File: src/rtl/ttl_pin_tester.sv
// Pin-level checker for 14-pin TTL chip models (7408/7432/7486/7404/7410/7474).
// Define TTL_TESTER_STOP_ON_FAIL_EN to end a test at the first mismatching vector.
module ttl_pin_tester #(
    parameter int unsigned SETTLE = 2
) (
    input  logic        clk,
    input  logic        rst,
    input  logic        start,
    input  logic [2:0]  chip_sel,
    output logic [11:0] drive,
    output logic [11:0] drive_oe,
    input  logic [11:0] sense,
    output logic        busy,
    output logic        done,
    output logic        pass,
    output logic        bad_sel,
    output logic [7:0]  err_count,
    output logic [8:0]  first_fail
);

    typedef enum logic [2:0] {
        S_IDLE,
        S_DRIVE,
        S_SETTLE,
        S_CHECK,
        S_DONE
    } state_t;

    localparam logic [3:0] SETTLE_LAST = 4'(SETTLE - 1);

    state_t      r_state;
    state_t      w_next;
    logic [2:0]  r_sel;
    logic        r_bad;
    logic [8:0]  r_v;
    logic [3:0]  r_cnt;
    logic [11:0] r_drive;
    logic [11:0] r_oe;
    logic [7:0]  r_err;
    logic [8:0]  r_first;

    logic [11:0] w_vec_drive;
    logic [11:0] w_vec_oe;
    logic        w_last;
    logic [3:0]  w_ff;
    logic        w_q;
    logic [11:0] w_expect;
    logic        w_mismatch;

    // Vector index to pin drive; 7474 steps are {CLRn, PREn, CLK, D}, mirrored on both flip-flops.
    always_comb begin
        w_vec_drive = '0;
        w_vec_oe    = '0;
        w_last      = 1'b1;
        w_ff        = 4'b0000;
        case (r_sel)
            3'd0, 3'd1, 3'd2: begin
                w_vec_oe        = 12'hD9B;
                w_vec_drive[0]  = r_v[0];
                w_vec_drive[1]  = r_v[1];
                w_vec_drive[3]  = r_v[2];
                w_vec_drive[4]  = r_v[3];
                w_vec_drive[7]  = r_v[4];
                w_vec_drive[8]  = r_v[5];
                w_vec_drive[10] = r_v[6];
                w_vec_drive[11] = r_v[7];
                w_last          = (r_v == 9'd255);
            end
            3'd3: begin
                w_vec_oe        = 12'hA95;
                w_vec_drive[0]  = r_v[0];
                w_vec_drive[2]  = r_v[1];
                w_vec_drive[4]  = r_v[2];
                w_vec_drive[7]  = r_v[3];
                w_vec_drive[9]  = r_v[4];
                w_vec_drive[11] = r_v[5];
                w_last          = (r_v == 9'd63);
            end
            3'd4: begin
                w_vec_oe         = 12'hB9F;
                w_vec_drive[4:0] = r_v[4:0];
                w_vec_drive[7]   = r_v[5];
                w_vec_drive[8]   = r_v[6];
                w_vec_drive[9]   = r_v[7];
                w_vec_drive[11]  = r_v[8];
                w_last           = (r_v == 9'd511);
            end
            3'd5: begin
                w_vec_oe = 12'hF0F;
                case (r_v[2:0])
                    3'd0:    w_ff = 4'b0100;
                    3'd1:    w_ff = 4'b1000;
                    3'd2:    w_ff = 4'b1100;
                    3'd3:    w_ff = 4'b1110;
                    3'd4:    w_ff = 4'b1101;
                    3'd5:    w_ff = 4'b1111;
                    3'd6:    w_ff = 4'b1110;
                    default: w_ff = 4'b1100;
                endcase
                w_vec_drive[0]  = w_ff[3];
                w_vec_drive[11] = w_ff[3];
                w_vec_drive[3]  = w_ff[2];
                w_vec_drive[8]  = w_ff[2];
                w_vec_drive[2]  = w_ff[1];
                w_vec_drive[9]  = w_ff[1];
                w_vec_drive[1]  = w_ff[0];
                w_vec_drive[10] = w_ff[0];
                w_last          = (r_v == 9'd7);
            end
            default: ;
        endcase
    end

    // Golden outputs computed from the pins actually being driven.
    always_comb begin
        w_expect = '0;
        w_q      = 1'b0;
        case (r_sel)
            3'd0: begin
                w_expect[2] = r_drive[0] & r_drive[1];
                w_expect[5] = r_drive[3] & r_drive[4];
                w_expect[6] = r_drive[7] & r_drive[8];
                w_expect[9] = r_drive[10] & r_drive[11];
            end
            3'd1: begin
                w_expect[2] = r_drive[0] | r_drive[1];
                w_expect[5] = r_drive[3] | r_drive[4];
                w_expect[6] = r_drive[7] | r_drive[8];
                w_expect[9] = r_drive[10] | r_drive[11];
            end
            3'd2: begin
                w_expect[2] = r_drive[0] ^ r_drive[1];
                w_expect[5] = r_drive[3] ^ r_drive[4];
                w_expect[6] = r_drive[7] ^ r_drive[8];
                w_expect[9] = r_drive[10] ^ r_drive[11];
            end
            3'd3: begin
                w_expect[1]  = ~r_drive[0];
                w_expect[3]  = ~r_drive[2];
                w_expect[5]  = ~r_drive[4];
                w_expect[6]  = ~r_drive[7];
                w_expect[8]  = ~r_drive[9];
                w_expect[10] = ~r_drive[11];
            end
            3'd4: begin
                w_expect[10] = ~(r_drive[0] & r_drive[1] & r_drive[11]);
                w_expect[5]  = ~(r_drive[2] & r_drive[3] & r_drive[4]);
                w_expect[6]  = ~(r_drive[7] & r_drive[8] & r_drive[9]);
            end
            3'd5: begin
                w_q         = (r_v[2:0] == 3'd1) || (r_v[2:0] == 3'd2) || (r_v[2:0] >= 3'd5);
                w_expect[4] = w_q;
                w_expect[7] = w_q;
                w_expect[5] = ~w_q;
                w_expect[6] = ~w_q;
            end
            default: ;
        endcase
    end

    assign w_mismatch = |((sense ^ w_expect) & ~r_oe);

    always_ff @(posedge clk or posedge rst) begin
        if (rst) r_state <= S_IDLE;
        else     r_state <= w_next;
    end

    always_comb begin
        w_next = r_state;
        case (r_state)
            S_IDLE, S_DONE: begin
                if (start) w_next = (chip_sel > 3'd5) ? S_DONE : S_DRIVE;
            end
            S_DRIVE:  w_next = S_SETTLE;
            S_SETTLE: begin
                if (r_cnt == SETTLE_LAST) w_next = S_CHECK;
            end
            S_CHECK: begin
`ifdef TTL_TESTER_STOP_ON_FAIL_EN
                if (w_mismatch || w_last) w_next = S_DONE;
                else                      w_next = S_DRIVE;
`else
                if (w_last) w_next = S_DONE;
                else        w_next = S_DRIVE;
`endif
            end
            default: w_next = S_IDLE;
        endcase
    end

    always_ff @(posedge clk or posedge rst) begin
        if (rst) begin
            r_sel   <= '0;
            r_bad   <= 1'b0;
            r_v     <= '0;
            r_cnt   <= '0;
            r_drive <= '0;
            r_oe    <= '0;
            r_err   <= '0;
            r_first <= '1;
        end else begin
            case (r_state)
                S_IDLE, S_DONE: begin
                    if (start) begin
                        r_sel   <= chip_sel;
                        r_bad   <= (chip_sel > 3'd5);
                        r_v     <= '0;
                        r_err   <= '0;
                        r_first <= '1;
                        r_drive <= '0;
                        r_oe    <= '0;
                    end
                end
                S_DRIVE: begin
                    r_drive <= w_vec_drive;
                    r_oe    <= w_vec_oe;
                    r_cnt   <= '0;
                end
                S_SETTLE: r_cnt <= r_cnt + 4'd1;
                S_CHECK: begin
                    // A zero count means no earlier failure; saturation never returns it to zero.
                    if (w_mismatch) begin
                        if (r_err != 8'hFF) r_err <= r_err + 8'd1;
                        if (r_err == '0)    r_first <= r_v;
                    end
                    if (w_next == S_DONE) begin
                        r_drive <= '0;
                        r_oe    <= '0;
                    end else begin
                        r_v <= r_v + 9'd1;
                    end
                end
                default: ;
            endcase
        end
    end

    assign drive      = r_drive;
    assign drive_oe   = r_oe;
    assign busy       = (r_state == S_DRIVE) || (r_state == S_SETTLE) || (r_state == S_CHECK);
    assign done       = (r_state == S_DONE);
    assign pass       = done && !r_bad && (r_err == '0);
    assign bad_sel    = done && r_bad;
    assign err_count  = r_err;
    assign first_fail = r_first;

endmodule

File: config.mk
export PLATFORM = sky130hd
export DESIGN_NAME = ttl_pin_tester
export DESIGN_NICKNAME = d
export VERILOG_FILES = /design/src/rtl/ttl_pin_tester.sv
export SDC_FILE = /design/constraint.sdc
export NUM_CORES = 1
export LEC_CHECK = 0
export ABC_AREA = 1
export CAP_MARGIN = 20
export CORE_MARGIN = 2
export CORE_UTILIZATION = 50
export CTS_BUF_LIST = sky130_fd_sc_hd__clkbuf_4
export CTS_CLUSTER_DIAMETER = 60
export DETAILED_ROUTE_END_ITERATION = 16
export PLACE_DENSITY = 0.73
export RECOVER_POWER = 25
export SETUP_SLACK_MARGIN = 0.4
export SLEW_MARGIN = 5
export SYNTH_ARGS = -nofsm -noshare
export SYNTH_HDL_FRONTEND = slang
export SYNTH_SLANG_ARGS = --single-unit
File: constraint.sdc
create_clock -name clk -period 5.3 [get_ports clk]
set_clock_uncertainty 0.2 [all_clocks]
set_input_delay 1.06 -clock clk [delete_from_list [all_inputs] [get_ports clk]]
set_output_delay 1.06 -clock clk [all_outputs]
set_load 0.01 [all_outputs]
==> flow_summary_export.csv <==
group,metric,value,unit
synth,yosys-top-cells-area,"dfrtp_1 31%, nand2_1 16%, dfstp_2 6.8%, inv_1 6.3%, nand3_1 6.0%",
final_layout,drive_gt1_share,6.95,%
final_layout,fill_cells,635,
routing,drcViolationCount,0,
clocking,htree_levels,2,
clocking,cts_root_buf,"clkbuf_4",
clocking,cts_made_buffers,5,
setup_path,critPathKind,"primary input to async pin",
synth,synth_cells,481,
synth,synth.most_common_cell,"nand2_1",
power_and_ir_drop,power.density,437,nW/um^2
global_route,grtUsageTotal,22.4,%
final_layout,fin_area,4130,um^2
timing,fin_crit_sh,65.6,%
synth,synth_area_per_cell,7.23,um^2
die,rows,30,
timing,fin_setup_tns,0,ns
synth,ys_types,38,
power_and_ir_drop,peakVddDrop,0.261,mV
synth,yosysSeqAreaShare,37.8,%
die,core,6760,um^2
die,fp.dieW,87.4,um
synth,synth_ff_type,"dfrtp_1",
timing,fmax,0.288,GHz
die,dieArea,7630,um^2
setup_path,crit_buf_inv,3,
routing,drt_iter0_markers,320,
synth,ys_ff_latch,52,
placed_design,placed_area,4020,um^2
global_route,grt_overflow_total,0,
synth,synthTopCellsByCount,"147 x nand2_1, 58 x inv_1, 43 x dfrtp_1",
placed_design,dpl.hpwl,6390,um
clocking,postCtsHoldBufs,0,
setup_path,max_stage_delay,1.27,ns
outcome,violations,"capacitance limit, slew limit",
synth,synth_area,3480,um^2
routing,via_per_inst,5.46,
timing,report.final.slew_viol_count,32,
setup_path,crit_path_end_kind,"async pin",
die,io_pins,63,
timing,min_period,3.48,ns
placed_design,routabilityCongestion,0.894,
clocking,path_clk_slew,0.16,ns
min_path,hold_path_class,"flop to flop",
routing,antenna_left,0,
global_route,grt_pass1_vias,2966,
final_layout,area_growth,18.8,%
clocking,clock_path_buffers,2,
die,initial_core_util,51.4,%
synth,ys_async_sr_fraction,100,%
setup_path,worst_ep_arrival_time,3.46,ns
setup_path,crit_fanout,31,
final_layout,final_nets,565,
setup_path,start_kind,"primary input",
clocking,clock_latency,0.37,ns
routing,avgRoutedWirePerCell,13.9,um
setup_path,path_cells,"dlygate4sd3_1, inv_1, clkbuf_1",
timing,relSlewSlack,-10.9,%
placed_design,port_buffers,58,
synth,synthDominantCellAreaShare,31.0,%
timing,setup_viol,0,
job,max-cap-violations,1,
clocking,post_cts_resized,0,
clocking,cts_tree,"yes",
final_layout,n_antenna_cell,0,
routing,firstDrtPassIters,5,
routing,vias,3340,
setup_path,crit_required,5.29,ns
die,chipHeight,87.4,um
timing,finalHoldViolCount,0,
timing,rsz0062_at_grt,"false",
setup_path,slowest_stage,"clkbuf_1",
power_and_ir_drop,leakagePower,0.00195,uW
global_route,grt_max_degree,53,
synth,synth_edf_count,0,
clocking,cts.sinks,52,
synth,synth_warnings,0,
synth,synth_area_leader_cell,"dfrtp_1",
timing,max_slew.worst_pin.slew,1.66,ns
global_route,grt_pass1_wl,13800,um
setup_path,critical_path.top_delay_family,"buffers and inverters",
outcome,status,"complete, but fails checks",
routing,wirelength,8520,um
global_route,antenna_found_initial,0,
clocking,post_cts_buffers,0,
stage by stage:
stage | total power [uW] | cells | util [%] | hold slack (ns) | setup WS (ns)
finish | 1800 | 612 | 61.1 | 0.276 | 1.82
detailed placement | 1530 | 603 | 59.5 | 0.255 | 2.30
CTS | 1810 | 611 | 61.1 | 0.277 | 1.95
global placement | 1510 | 603 | 59.5 | 0.251 | 2.34
floorplan | 1240 | 484 | - | 0.241 | 2.80
global route | 1950 | 612 | 61.1 | 0.284 | 1.38
metal layers:
| metal | track usage [%] | share of wire, % | vias to the layer above |
|---|---|---|---|
| met5 | 0 | 0 | - |
| met4 | 4.62 | 0.65 | 0 |
| met3 | 3.32 | 5.2 | 6 |
| met2 | 35.5 | 46 | 108 |
| met1 | 32.7 | 48 | 1573 |
| li1 | - | - | 1653 |
path summary, 6_finish.rpt:
path                                           start                         to  slack (ns)  cells after the start
max in group clk            err_count[7]$_DFFE_PP0P_                       pass        1.99                      4
setup reg to reg                  r_v[1]$_DFFE_PP0P_   err_count[5]$_DFFE_PP0P_        2.56                     16
hold / removal             first_fail[2]$_DFFE_PP1P_  first_fail[2]$_DFFE_PP1P_        0.28                      2
setup / recovery                                 rst         r_v[5]$_DFFE_PP0P_        1.82                      3
min in group asynchronous                        rst   err_count[4]$_DFFE_PP0P_        1.06                      2
hold reg to reg            first_fail[2]$_DFFE_PP1P_  first_fail[2]$_DFFE_PP1P_        0.28                      2
placed cells by master (no fill, tap or decap), types with 2 or more instances in the layout:
cell type          n
nand2_1          147
inv_1             58
clkdlybuf4s50_1   57
dfrtp_1           43
nand3_1           42
nor2_1            28
o21ai_0           26
nand4_1           18
ha_1              16
o21ai_1           12
a21oi_1           11
dfstp_2            9
nor3_1             7
clkbuf_4           6
xor2_1             4
or2_2              4
inv_2              4
conb_1             4
nand3b_1           3
nand2_2            3
nand3_2            3
o221ai_1           3
nor2_2             2
o31ai_1            2
nor4_1             2
a31oi_1            2
o22ai_1            2
bufinv_16          2
cell families after synthesis:
group	after synthesis	share of synthesized area, %
XOR/XNOR	4	1.01
adder cells (fa/ha/maj)	16	5.76
AND/OR/NAND/NOR	262	33.8
multiplexers	1	0.288
other	1	0.108
AO/OA/AOI/OAI	63	10.1
flip-flops	52	37.8
buffers and inverters	82	11.1
state kept, by name, summed over array words and instances (netlist names):
signal,cells
r_v,9
r_cnt,4
r_bad,1
first_fail,9
r_state,3
drive_oe,5
err_count,8
drive,10
r_sel,3
where the power goes:
part | switching, uW | internal [uW] | total [uW]
combinational | 548 | 347 | 895
clock | 124 | 152 | 277
sequential | 108 | 524 | 632
cell type report:
| cell class | count | area [um^2] | area share, % |
|---|---|---|---|
| Multi-Input combinational cell | 350 | 1790 | 43.3 |
| Sequential cell | 52 | 1310 | 31.8 |
| Timing Repair Buffer | 60 | 592 | 14.3 |
| Inverter | 62 | 233 | 5.63 |
| Tap cell | 80 | 100 | 2.42 |
| Clock inverter | 2 | 60.1 | 1.45 |
| Clock buffer | 6 | 45.0 | 1.09 |
tightest hold or removal path: cells and delay by family (launching register included):
family | cells | cell delay [ns]
AND/OR/NAND/NOR | 2 | 0.09
flip-flops | 1 | 0.40
No activity file was read; power rests on OpenSTA's default activity.
